<file path="src/rtl/ddr_rd_arbiter.sv">
// ddr_rd_arbiter: shares one DDR read port among REQ_N burst loaders.
// Ports: req_* (per-requester burst requests), ddr_cmd_* (DDR read
// command), ddr_rd_* (DDR read data), rd_* (routed beats to the
// granted requester), busy. Clocked on clk with sync active-high rst.
// Macro DDR_RD_ARB_RR_EN selects round-robin; default is fixed priority.
module ddr_rd_arbiter #(
  parameter int REQ_N      = 4,
  parameter int DDR_W      = 256,
  parameter int DDR_ADDR_W = 32,
  parameter int BURST_W    = 16
) (
  input  logic                        clk,
  input  logic                        rst,
  input  logic [REQ_N-1:0]            req_valid,
  output logic [REQ_N-1:0]            req_ready,
  input  logic [REQ_N*DDR_ADDR_W-1:0] req_addr,
  input  logic [REQ_N*BURST_W-1:0]    req_len,
  output logic                        ddr_cmd_valid,
  input  logic                        ddr_cmd_ready,
  output logic [DDR_ADDR_W-1:0]       ddr_cmd_addr,
  output logic [BURST_W-1:0]          ddr_cmd_len,
  input  logic                        ddr_rd_valid,
  output logic                        ddr_rd_ready,
  input  logic [DDR_W-1:0]            ddr_rd_data,
  output logic [REQ_N-1:0]            rd_valid,
  input  logic [REQ_N-1:0]            rd_ready,
  output logic [DDR_W-1:0]            rd_data,
  output logic                        rd_last,
  output logic                        busy
);

  localparam int GW = (REQ_N > 1) ? $clog2(REQ_N) : 1;

  typedef enum logic [1:0] {
    S_IDLE,
    S_CMD,
    S_DATA
  } state_t;

  state_t r_state;
  state_t w_next;

  logic [GW-1:0]         r_gnt;
  logic [GW-1:0]         w_gnt;
  logic                  w_any;
  logic [DDR_ADDR_W-1:0] r_addr;
  logic [BURST_W-1:0]    r_len;
  logic [BURST_W-1:0]    r_beat_cnt;
  logic [DDR_ADDR_W-1:0] w_sel_addr;
  logic [BURST_W-1:0]    w_sel_len;
  logic                  w_accept;
  logic                  w_beat;

`ifdef DDR_RD_ARB_RR_EN
  logic [GW-1:0]        r_ptr;
  logic [GW-1:0]        w_start;
  logic [2*REQ_N-1:0]   w_dbl;
  logic [REQ_N-1:0]     w_rot;

  // Rotate the request vector so the search starts just after the
  // last winner; the first set bit of the rotated vector wins.
  assign w_start = (r_ptr == GW'(REQ_N-1)) ? '0 : r_ptr + 1'b1;
  assign w_dbl   = {req_valid, req_valid} >> w_start;
  assign w_rot   = w_dbl[REQ_N-1:0];

  always_comb begin
    w_any = 1'b0;
    w_gnt = '0;
    for (int i = 0; i < REQ_N; i++) begin
      if (!w_any && w_rot[i]) begin
        w_any = 1'b1;
        w_gnt = GW'((int'(w_start) + i) % REQ_N);
      end
    end
  end

  always_ff @(posedge clk) begin
    if (rst) begin
      r_ptr <= GW'(REQ_N-1);
    end else if (w_accept) begin
      r_ptr <= w_gnt;
    end
  end
`else
  always_comb begin
    w_any = 1'b0;
    w_gnt = '0;
    for (int i = 0; i < REQ_N; i++) begin
      if (!w_any && req_valid[i]) begin
        w_any = 1'b1;
        w_gnt = GW'(i);
      end
    end
  end
`endif

  always_comb begin
    w_sel_addr = '0;
    w_sel_len  = '0;
    for (int i = 0; i < REQ_N; i++) begin
      if (w_gnt == GW'(i)) begin
        w_sel_addr = req_addr[i*DDR_ADDR_W +: DDR_ADDR_W];
        w_sel_len  = req_len[i*BURST_W +: BURST_W];
      end
    end
  end

  always_comb begin
    w_next        = r_state;
    req_ready     = '0;
    ddr_cmd_valid = 1'b0;
    ddr_rd_ready  = 1'b0;
    rd_valid      = '0;
    rd_last       = 1'b0;
    w_accept      = 1'b0;
    w_beat        = 1'b0;
    unique case (r_state)
      S_IDLE: begin
        if (w_any) begin
          req_ready = REQ_N'(1) << w_gnt;
          w_accept  = 1'b1;
          // Zero-length requests are consumed without a command.
          if (w_sel_len != '0) w_next = S_CMD;
        end
      end
      S_CMD: begin
        ddr_cmd_valid = 1'b1;
        if (ddr_cmd_ready) w_next = S_DATA;
      end
      S_DATA: begin
        rd_valid = {REQ_N{ddr_rd_valid}} & (REQ_N'(1) << r_gnt);
        ddr_rd_ready = rd_ready[r_gnt];
        rd_last = (r_beat_cnt == r_len - 1'b1) && ddr_rd_valid;
        w_beat  = ddr_rd_valid && ddr_rd_ready;
        if (w_beat && rd_last) w_next = S_IDLE;
      end
      default: w_next = S_IDLE;
    endcase
  end

  always_ff @(posedge clk) begin
    if (rst) begin
      r_state    <= S_IDLE;
      r_gnt      <= '0;
      r_addr     <= '0;
      r_len      <= '0;
      r_beat_cnt <= '0;
    end else begin
      r_state <= w_next;
      if (w_accept) begin
        r_gnt  <= w_gnt;
        r_addr <= w_sel_addr;
        r_len  <= w_sel_len;
      end
      if (r_state == S_CMD && ddr_cmd_ready) begin
        r_beat_cnt <= '0;
      end else if (w_beat) begin
        r_beat_cnt <= r_beat_cnt + 1'b1;
      end
    end
  end

  assign ddr_cmd_addr = r_addr;
  assign ddr_cmd_len  = r_len;
  assign rd_data      = ddr_rd_data;
  assign busy         = (r_state != S_IDLE);

endmodule

</file>
<file path="config.mk">
export PLATFORM = sky130hd
export DESIGN_NAME = ddr_rd_arbiter
export DESIGN_NICKNAME = d
export VERILOG_FILES = /design/src/rtl/ddr_rd_arbiter.sv
export SDC_FILE = /design/constraint.sdc
export NUM_CORES = 1
export LEC_CHECK = 0
export BUFFER_PORTS_ARGS = -buffer_cell sky130_fd_sc_hd__buf_2
export CORE_AREA = 2 2 298 300
export DETAILED_ROUTE_END_ITERATION = 7
export DIE_AREA = 0 0 300 302
export SLEW_MARGIN = 20
export SYNTH_ARGS = -nofsm -noshare
export SYNTH_HDL_FRONTEND = slang
export SYNTH_SLANG_ARGS = --single-unit
</file>
<file path="constraint.sdc">
create_clock -name clk -period 3.2 [get_ports clk]
set_input_delay 0.48 -clock clk [delete_from_list [all_inputs] [get_ports clk]]
set_output_delay 0.48 -clock clk [all_outputs]
set_load 0.03 [all_outputs]
</file>
==> results of run 1 <==
==> report_power, final <==
group          internal [mW]  switching [mW]
sequential             0.959           0.109
combinational          0.509           0.982
clock                  0.620           0.577
==> cell type report <==
cell class | instances | area (um^2)
Sequential cell | 68 | 1370
Inverter | 3 | 11.3
Antenna cell | 2 | 5.00
Timing Repair Buffer | 287 | 1540
Clock inverter | 7 | 82.6
Multi-Input combinational cell | 444 | 2920
Fill cell | 10300 | 80000
Clock buffer | 9 | 225
Tap cell | 1165 | 1460
==> per-layer routing <==
| layer | up-vias | GRT usage, % | part of all wire [%] | wire (um) |
|---|---|---|---|---|
| li1 | 2679 | - | - | - |
| met1 | 2895 | 8.90 | 36 | 14600 |
| met2 | 537 | 12.4 | 42 | 17100 |
| met3 | 169 | 5.40 | 14 | 5680 |
| met4 | 6 | 6.93 | 8.1 | 3310 |
| met5 | - | 0 | 0.098 | 40 |
==> kinds of logic after synthesis <==
logic type,after synthesis
flip-flops,68
buffers and inverters,315
XOR/XNOR,31
AND/OR/NAND/NOR,186
AO/OA/AOI/OAI,220
adder cells (fa/ha/maj),2
multiplexers,5
==> worst min-delay path, cell delays in order <==
cell and delay [ns]:
sky130_fd_sc_hd__buf_2 0.10, sky130_fd_sc_hd__a21oi_1 0.11, sky130_fd_sc_hd__a211oi_1 0.07
==> worst paths after layout <==
| path | endpoint | startpoint | cells past startpoint |
|---|---|---|---|
| worst max-delay path | rd_last | ddr_cmd_len[8] | 7 |
| worst min-delay path | ddr_cmd_addr[2] | req_addr[34] | 3 |
| worst min register to register | ddr_cmd_addr[25] | ddr_cmd_addr[25] | 2 |
| worst max register to register | r_beat_cnt[7] | r_gnt[0] | 6 |
==> cell usage in the layout (no fill, tap or decap), types with 3 or more instances in the layout <==
master | netlist | layout
sky130_fd_sc_hd__nor3_1 | 13 | 11
sky130_fd_sc_hd__a222oi_1 | 34 | 34
sky130_fd_sc_hd__inv_6 | 0 | 3
sky130_fd_sc_hd__dfxtp_1 | 68 | 66
sky130_fd_sc_hd__or3_1 | 6 | 6
sky130_fd_sc_hd__xor2_1 | 20 | 20
sky130_fd_sc_hd__clkbuf_16 | 0 | 9
sky130_fd_sc_hd__a221oi_1 | 13 | 13
sky130_fd_sc_hd__nand4_1 | 7 | 7
sky130_fd_sc_hd__a211oi_1 | 43 | 43
sky130_fd_sc_hd__nor2b_1 | 4 | 3
sky130_fd_sc_hd__and3_1 | 6 | 6
sky130_fd_sc_hd__buf_2 | 3 | 262
sky130_fd_sc_hd__o21ai_0 | 10 | 10
sky130_fd_sc_hd__nor3b_1 | 3 | 3
sky130_fd_sc_hd__mux2i_1 | 3 | 3
sky130_fd_sc_hd__inv_1 | 3 | 3
sky130_fd_sc_hd__and2_1 | 7 | 5
sky130_fd_sc_hd__nand2_1 | 29 | 29
sky130_fd_sc_hd__nor2_1 | 74 | 74
sky130_fd_sc_hd__a311oi_1 | 8 | 8
sky130_fd_sc_hd__nand2b_1 | 18 | 18
sky130_fd_sc_hd__xnor2_1 | 11 | 10
sky130_fd_sc_hd__buf_4 | 257 | 22
sky130_fd_sc_hd__nand3_1 | 7 | 7
sky130_fd_sc_hd__a21oi_1 | 83 | 82
sky130_fd_sc_hd__a31oi_1 | 9 | 9
sky130_fd_sc_hd__buf_12 | 0 | 3
==> stage by stage <==
stage          util (%)  std cells  worst slack, ns
2_1_floorplan         -        827            0.166
3_3_place_gp       8.25       1967            0.254
3_5_place_dp       8.25       1967            0.249
4_1_cts            8.63       1983           0.0124
5_1_grt            8.68       1984         -0.00821
6_report           8.68       1985           0.0893
==> timing repair <==
item                                    CTS  global route
endpoints found under the setup margin    1             1
resized for setup                         5            10
cloned                                    0             0
pin swaps                                 0             0
==> registers in the layout (all words and copies together) (netlist names) <==
name,count
r_beat_cnt,16
r_state,2
ddr_cmd_addr,32
r_gnt,2
ddr_cmd_len,16
==> flow_metrics.tcl, run 1 <==
set metrics [dict create \
    post_synth_fa_ha_maj_area_fraction_pct 0.395 \
    cts_setup_buffers 0 \
    cp_top_family "simple AND/OR/NAND/NOR gates" \
    cap_violations 0 \
    drt-total-wl_um 40700 \
    die_h_um 302 \
    final_net_count 1275 \
    fin_crit_sh_pct 97.2 \
    clock_pin_slew_reported_for_the_worst_setup_and_hold_paths_after_clock_tree_synthesis_ns 0.10 \
    timing.max_slew.rel_slack_pct 53.8 \
    unrepaired_setup_endpoints_after_global_routing "true" \
    ant_nets 0 \
    worst_pin_slew_ns 0.692 \
    number_of_buffers_inserted_for_hold_repair_after_clock_tree_synthesis 0 \
    crit_required_ns 2.72 \
    area.growth.synth_to_final_pct 20.1 \
    antenna_found_initial 10 \
    power.density_nw_per_um2 494 \
    synth.cell_area_um2 6330 \
    num_vias 6286 \
    irDropWorstVdd_mv 0.280 \
    detailed_route_wire_length_per_cell_um 20.5 \
    seq_area_frac_synth_pct 21.5 \
    initial_core_util_pct 7.23 \
    post-synth-top-area-cell "sky130_fd_sc_hd__buf_4" \
    coreArea_um2 87600 \
    grt_start_max_net_pins 59 \
    place.detailed.hpwl_um 33000 \
    grt_first_pass_wirelength_um 51900 \
    post-route-drc-count 9 \
    cp_data_arrival_time_ns 2.63 \
    timing.fmax_ghz 0.321 \
    synth_top_cells_by_count "257 x sky130_fd_sc_hd__buf_4, 83 x sky130_fd_sc_hd__a21oi_1, 74 x sky130_fd_sc_hd__nor2_1, 68 x sky130_fd_sc_hd__dfxtp_1, 45 x sky130_fd_sc_hd__clkbuf_1" \
    total_power_mw 3.76 \
    firstDrtPassIters 8 \
    synth.top_cells.by_area "sky130_fd_sc_hd__buf_4 30%, sky130_fd_sc_hd__dfxtp_1 21%, sky130_fd_sc_hd__a21oi_1 6.6%, sky130_fd_sc_hd__a222oi_1 5.4%, sky130_fd_sc_hd__a211oi_1 5.1%" \
    routed_via_density 3.17 \
    grt_pass1_vias 5905 \
    synth_async_sr_flop_share_pct 0 \
    static-leakage-power_nw 2.87 \
    synth-compound-area-share_pct 24.3 \
    flop_and_latch_count_out_of_synthesis 68 \
    synth_cell_types 53 \
    rows 109 \
    pin_count 776 \
    path_class "reg2out" \
    cts_h_tree_depth 3 \
    postSynth.topFlopCell "sky130_fd_sc_hd__dfxtp_1" \
    floorplan.die_area_um2 90600 \
    synth-warning-count 0 \
    count_of_port_buffers_added_during_placement 263 \
    worst_hold_slack_across_all_endpoints_ns 0.385 \
    tritoncts.num_buffers 9 \
    syn_inst 827 \
    crit_path_cell_trace "or3_4 -> or3_4 -> xnor2_2 -> o41ai_2 -> o311ai_2 -> nor3_2 -> buf_4" \
    violations "design-rule violations" \
    endpoints_failing_hold 0 \
    period_needed_ns 3.11 \
    critical_path_buf_inv_count 1 \
    syn-mean-instance-area_um2 7.66 \
    drive_gt1_share_pct 40.1 \
    synth_xor_xnor_area_share_pct 4.29 \
    cts_tree "yes" \
    synth-simple-area-share_pct 14.4 \
    worst_hold_path_type "in2reg" \
    critical_path.slowest_cell "sky130_fd_sc_hd__or3_4" \
    slowest_delay_ns 0.41 \
    post_synth_mux_area_share_pct 1.07 \
    category_of_the_worst_setup_path_launch_point "flop" \
    r2r_slack_ns 0.89 \
    overflow 0 \
    placed_cell_areas_um2 7220 \
    cts.sink_count 68 \
    gpl.final_weighted_congestion 0.852 \
    ctsRootBufferMaster "sky130_fd_sc_hd__clkbuf_16" \
    setup_tns_ns 0 \
    synth_enable_flop_cells 0 \
    timing.critical_path.mode_cell "sky130_fd_sc_hd__or3_4" \
    groute.usage.overall_pct 8.61 \
    synthDominantCellAreaShare_pct 30.5 \
    mappedNetlistNets 1289 \
    die_width_um 300 \
    cts_buffer_depth 2 \
    total_of_endpoints_with_negative_setup_slack_in_the_final_report 0 \
    final_max_slew_viol_count 0 \
    status "finished, violations left" \
    fin_worst_skew_ns 0.0368 \
    synthMostInstantiatedCell "sky130_fd_sc_hd__buf_4" \
    layout.cell_area.non_filler_um2 7600 \
    cp-end-kind "output port" \
    clock_insertion_delay_at_the_later_pin_of_the_skew_report_ns 0.42 \
    worst-path-max-fanout 7 \
    synth_top_family_by_area "buffers and inverters" \
    first_iter_violations 649 \
]
No activity file was read; power rests on OpenSTA's default activity.
==> run 2, diff against run 1 <==
- CELL_PAD_IN_SITES_DETAIL_PLACEMENT: unset -> 1
- CELL_PAD_IN_SITES_GLOBAL_PLACEMENT: unset -> 2
- CORE_AREA: 2 2 298 300 -> 2 2 304 306
- DIE_AREA: 0 0 300 302 -> 0 0 306 308
- PLACE_DENSITY_LB_ADDON: unset -> 0.1
- TNS_END_PERCENT: unset -> 1
==> flow_metrics.tcl, run 2 (same netlist as run 1, synthesis figures left out) <==
set metrics [dict create \
    status "finished clean" \
    irDropWorstVdd_mv 0.263 \
    cts_buffer_depth 2 \
    ant_nets 0 \
    whs_endpoint "ddr_cmd_addr[28]" \
    groute.usage.overall_pct 9.86 \
    rr_endpoint "r_beat_cnt[7]" \
    cells_after_dpl 2014 \
    largest_reg_flops 32 \
    crit_path_cell_trace "or3_4 -> or3_4 -> xnor2_2 -> o41ai_2 -> o311ai_2 -> nor3_2 -> buf_4 -> buf_6" \
    rows 111 \
    die_h_um 308 \
    timing.critical_path.mode_cell "sky130_fd_sc_hd__or3_4" \
    gpl.final_weighted_congestion 0.669 \
    instances_no_fill 2032 \
    clock_pin_slew_reported_for_the_worst_setup_and_hold_paths_after_clock_tree_synthesis_ns 0.07 \
    critical_path.slowest_cell "sky130_fd_sc_hd__or3_4" \
    firstDrtPassIters 7 \
    routed_via_density 3.05 \
    mostFrequentLayoutCell "sky130_fd_sc_hd__buf_2" \
    ctsRootBufferMaster "sky130_fd_sc_hd__clkbuf_16" \
    grt_start_max_net_pins 41 \
    layout.cells.most_common_list "262 x sky130_fd_sc_hd__buf_2, 82 x sky130_fd_sc_hd__a21oi_1, 73 x sky130_fd_sc_hd__nor2_1, 62 x sky130_fd_sc_hd__dfxtp_1, 50 x sky130_fd_sc_hd__buf_4" \
    category_of_the_worst_setup_path_launch_point "flop" \
    die_width_um 306 \
    crit-reg2reg-launch "r_gnt[0]" \
    first_iter_violations 405 \
    grt_first_pass_wirelength_um 62100 \
    timing.hold.worst_path_depth 3 \
    grt_pass1_vias 6816 \
    timing.reg2reg.worst_path_depth 6 \
    placed_cell_areas_um2 7430 \
    overflow 0 \
    antenna_found_initial 20 \
    total_of_endpoints_with_negative_setup_slack_in_the_final_report 0 \
    tritoncts.num_buffers 9 \
    area.growth.synth_to_final_pct 24.6 \
    power.density_nw_per_um2 508 \
    cts_tree "yes" \
    seqPwrFrac_pct 26.6 \
    num_vias 6191 \
    period_needed_ns 3.14 \
    drt-total-wl_um 47800 \
    cp-end-kind "output port" \
    slowest_delay_ns 0.41 \
    path_class "reg2out" \
    power.internal_mw 2.34 \
    cts.sink_count 68 \
    coreArea_um2 91000 \
    p_sw_share_pct 41.7 \
    worst_hold_path_type "in2reg" \
    unrepaired_setup_endpoints_after_global_routing "true" \
    initial_core_util_pct 6.96 \
    layout.cell_area.non_filler_um2 7890 \
    fin_worst_skew_ns 0.00993 \
    antenna-diode-count 0 \
    detailed_route_wire_length_per_cell_um 23.5 \
    timing.max_slew.rel_slack_pct 49.5 \
    cp_data_arrival_time_ns 2.66 \
    cts_h_tree_depth 3 \
    pin_count 776 \
    drive_gt1_share_pct 43.0 \
    count_of_port_buffers_added_during_placement 263 \
    endpoints_failing_hold 0 \
    crit_required_ns 2.72 \
    worst_pin_slew_ns 0.758 \
    r2r_slack_ns 0.81 \
    final_max_slew_viol_count 0 \
    cap_violations 0 \
    fin_crit_sh_pct 98.2 \
    number_of_buffers_inserted_for_hold_repair_after_clock_tree_synthesis 0 \
    clock_insertion_delay_at_the_later_pin_of_the_skew_report_ns 0.38 \
    comb_power_share_pct 40.6 \
    timing.fmax_ghz 0.318 \
    nFillCells 10800 \
    place.detailed.hpwl_um 39900 \
    worst-path-max-fanout 5 \
    final_net_count 1303 \
    hold_start "req_addr[60]" \
    setup_tns_ns 0 \
    post-route-drc-count 0 \
    static-leakage-power_nw 3.03 \
    power_switching_mw 1.67 \
    power.share.clock_pct 32.8 \
    floorplan.die_area_um2 94200 \
]
## run 2: metrics by stage
| stage | power (mW) | setup slack (ns) | hold slack, ns | util (%) |
|---|---|---|---|---|
| 2_1_floorplan | 2.47 | 0.166 | 0.470 | - |
| 3_3_place_gp | 2.77 | -0.0372 | 0.490 | 8.17 |
| 3_5_place_dp | 2.75 | -0.0524 | 0.493 | 8.17 |
| 4_1_cts | 4.16 | -0.0163 | 0.381 | 8.63 |
| 5_1_grt | 4.30 | -0.0992 | 0.421 | 8.67 |
| 6_report | 4.01 | 0.0574 | 0.419 | 8.67 |
## run 2: repair_timing
| item | in CTS | in global routing |
|---|---|---|
| setup endpoints to repair | 1 | 1 |
| setup buffers | 1 | 1 |
| pin swaps | 1 | 5 |
| gates resized for setup | 10 | 11 |
## run 2: power groups by stage
stage | registers (mW) | logic [mW] | clock network [mW]
floorplan | 1.26 | 1.21 | 0
global placement | 1.08 | 1.68 | 0
detailed placement | 1.08 | 1.67 | 0
CTS | 1.07 | 1.69 | 1.41
global route | 1.09 | 1.79 | 1.41
finish | 1.07 | 1.63 | 1.32
## run 2: how the worst max path moves through the flow
stage / depth (start not counted) / end / slack (ns) / startpoint
global route: 8 / rd_last / -0.1 / ddr_cmd_len[8]
finish: 8 / rd_last / 0.06 / ddr_cmd_len[8]
detailed placement: 11 / r_state[0] / -0.05 / req_valid[2]
floorplan: 6 / rd_last / 0.17 / ddr_cmd_len[8]
CTS: 8 / rd_last / -0.02 / ddr_cmd_len[8]
global placement: 11 / r_state[0] / -0.04 / req_valid[2]
## run 2: worst max-delay path: cells and delay by family, from the launching register on
| family | cells | cell delay, ns |
|---|---|---|
| flip-flops | 1 | 0.31 |
| AO/OA/AOI/OAI | 2 | 0.49 |
| buffers and inverters | 2 | 0.27 |
| XOR/XNOR | 1 | 0.15 |
| AND/OR/NAND/NOR | 3 | 1.06 |
## run 2: cell type report
type	instances	area, um^2	area share [%]
sequential	68	1370	17.3
tap	1186	1480	18.8
multi-input combinational	444	2930	37.1
clock inverter	5	106	1.35
inverter	3	11.3	0.143
timing repair buffer	315	1740	22.0
clock buffer	11	253	3.20
## run 2: metal layers
layer	wire (um)	GRT usage, %
met5	29	0
met4	1600	3.38
met3	3670	3.79
met2	25500	18.6
met1	17000	9.83
==> run 3, diff against run 2 <==
- GPL_TIMING_DRIVEN: unset -> 0
==> flow_metrics.tcl, run 3 (same netlist as run 1, synthesis figures left out) <==
set metrics [dict create \
    nFillCells 11000 \
    crit_required_ns 2.72 \
    irDropWorstVdd_mv 0.251 \
    power.density_nw_per_um2 409 \
    cap_violations 0 \
    coreArea_um2 91000 \
    fin_crit_sh_pct 98.5 \
    cts_buffer_depth 2 \
    cts_tree "yes" \
    area.growth.synth_to_final_pct 72.8 \
    timing.fmax_ghz 0.317 \
    post-route-drc-count 0 \
    timing.hold.worst_path_depth 4 \
    fin_worst_skew_ns 0.0129 \
    num_vias 8136 \
    floorplan.die_area_um2 94200 \
    slowest_delay_ns 0.41 \
    setup_tns_ns 0 \
    tritoncts.num_buffers 9 \
    power.internal_mw 2.41 \
    comb_power_share_pct 51.5 \
    critical_path.slowest_cell "sky130_fd_sc_hd__or3_4" \
    seqPwrFrac_pct 24.5 \
    placed_cell_areas_um2 10400 \
    path_class "reg2out" \
    power_switching_mw 2.07 \
    die_h_um 308 \
    total_power_mw 4.48 \
    p_sw_share_pct 46.3 \
    clock_insertion_delay_at_the_later_pin_of_the_skew_report_ns 0.38 \
    seq_area_um2 1380 \
    clock_pin_slew_reported_for_the_worst_setup_and_hold_paths_after_clock_tree_synthesis_ns 0.06 \
    gpl.final_weighted_congestion 0.704 \
    power.share.clock_pct 24.0 \
    grt_first_pass_wirelength_um 69700 \
    ctsRootBufferMaster "sky130_fd_sc_hd__clkbuf_16" \
    final_net_count 1829 \
    status "finished clean" \
    final_max_slew_viol_count 0 \
    mostFrequentLayoutCell "sky130_fd_sc_hd__buf_2" \
    endpoints_failing_hold 0 \
    largest_reg_flops 32 \
    worst_hold_slack_across_all_endpoints_ns 0.430 \
    detailed_route_wire_length_per_cell_um 20.9 \
    initial_core_util_pct 6.96 \
    cp-end-kind "output port" \
    timing.reg2reg.worst_path_depth 7 \
    worst_hold_path_type "in2reg" \
    r2r_slack_ns 0.44 \
    grt_start_max_net_pins 12 \
    timing.max_slew.rel_slack_pct 36.0 \
    ant_nets 0 \
    unrepaired_setup_endpoints_after_global_routing "true" \
    die_width_um 306 \
    total_of_endpoints_with_negative_setup_slack_in_the_final_report 0 \
    count_of_port_buffers_added_during_placement 517 \
    static-leakage-power_nw 5.13 \
    routed_via_density 3.18 \
    pin_count 776 \
    worst_pin_slew_ns 0.960 \
    firstDrtPassIters 8 \
    drt-total-wl_um 53500 \
    layout.cell_area.non_filler_um2 10900 \
    cts_h_tree_depth 3 \
    category_of_the_worst_setup_path_launch_point "flop" \
    worst-path-max-fanout 4 \
    number_of_buffers_inserted_for_hold_repair_after_clock_tree_synthesis 0 \
    cp_data_arrival_time_ns 2.67 \
    first_iter_violations 404 \
    cells_after_dpl 2530 \
    cts.sink_count 68 \
    overflow 0 \
    instances_no_fill 2559 \
    layout.cells.most_common_list "519 x sky130_fd_sc_hd__buf_2, 269 x sky130_fd_sc_hd__buf_4, 83 x sky130_fd_sc_hd__a21oi_1, 72 x sky130_fd_sc_hd__nor2_1, 62 x sky130_fd_sc_hd__dfxtp_1" \
    antenna_found_initial 25 \
    crit_path_cell_trace "or3_4 -> or3_4 -> nor3_2 -> xor2_1 -> nand2_1 -> nand2_1 -> o211ai_1 -> buf_4 -> nor3_4 -> buf_6" \
    drive_gt1_share_pct 61.4 \
    grt_pass1_vias 8731 \
    period_needed_ns 3.15 \
    rows 111 \
    place.detailed.hpwl_um 47100 \
    groute.usage.overall_pct 10.7 \
    footprint_of_the_multi_input_gates_um2 2930 \
]
run 3: routing by layer:
layer,share of wire (%),up-vias,global-route usage (%)
met1,36,3911,11.2
li1,-,3779,-
met4,1.3,8,1.71
met3,5.4,60,2.59
met2,57,378,21.7
met5,0.080,-,0
run 3: path summary, 6_finish.rpt:
kind,from,end
max,ddr_cmd_len[9],rd_last
min,ddr_cmd_ready,r_state[0]
max reg2reg,r_state[0],ddr_cmd_addr[26]
min reg2reg,ddr_cmd_addr[15],ddr_cmd_addr[15]
run 3: through the flow:
stage          util, %  setup WS [ns]
2_1_floorplan        -          0.166
3_3_place_gp      11.4         -0.694
3_5_place_dp      11.4         -0.730
4_1_cts           11.9        -0.0838
5_1_grt           12.0         -0.132
6_report          12.0         0.0473
run 3: power by group through the flow:
stage	clock network (mW)	registers [mW]	logic, mW
floorplan	0	1.26	1.21
global placement	0	1.11	2.28
detailed placement	0	1.11	2.28
CTS	1.16	1.10	2.36
global route	1.17	1.12	2.50
finish	1.08	1.10	2.31
run 3: repair_timing:
item,4_1_cts,5_1_grt
resized for setup,26,15
pin swaps,7,6
setup buffers,8,4
setup endpoints to repair,8,5
run 3: final cells by class:
class | instances | share of cell area [%]
antenna | 2 | 0.0457
tap | 1186 | 13.6
buffer | 312 | 19.7
clock buffer | 11 | 2.22
timing repair buffer | 529 | 24.5
sequential | 68 | 12.6
clock inverter | 4 | 0.457
inverter | 3 | 0.149
multi-input combinational | 444 | 26.8
run 3: worst max-delay path, delay by kind of cell (launching register included):
kind | cells | cell delay (ns)
and+or+nand+nor | 6 | 1.36
buffers and inverters | 2 | 0.33
DFF | 1 | 0.36
xor gates and xnor gates | 1 | 0.15
AOI/OAI and AO/OA | 1 | 0.09
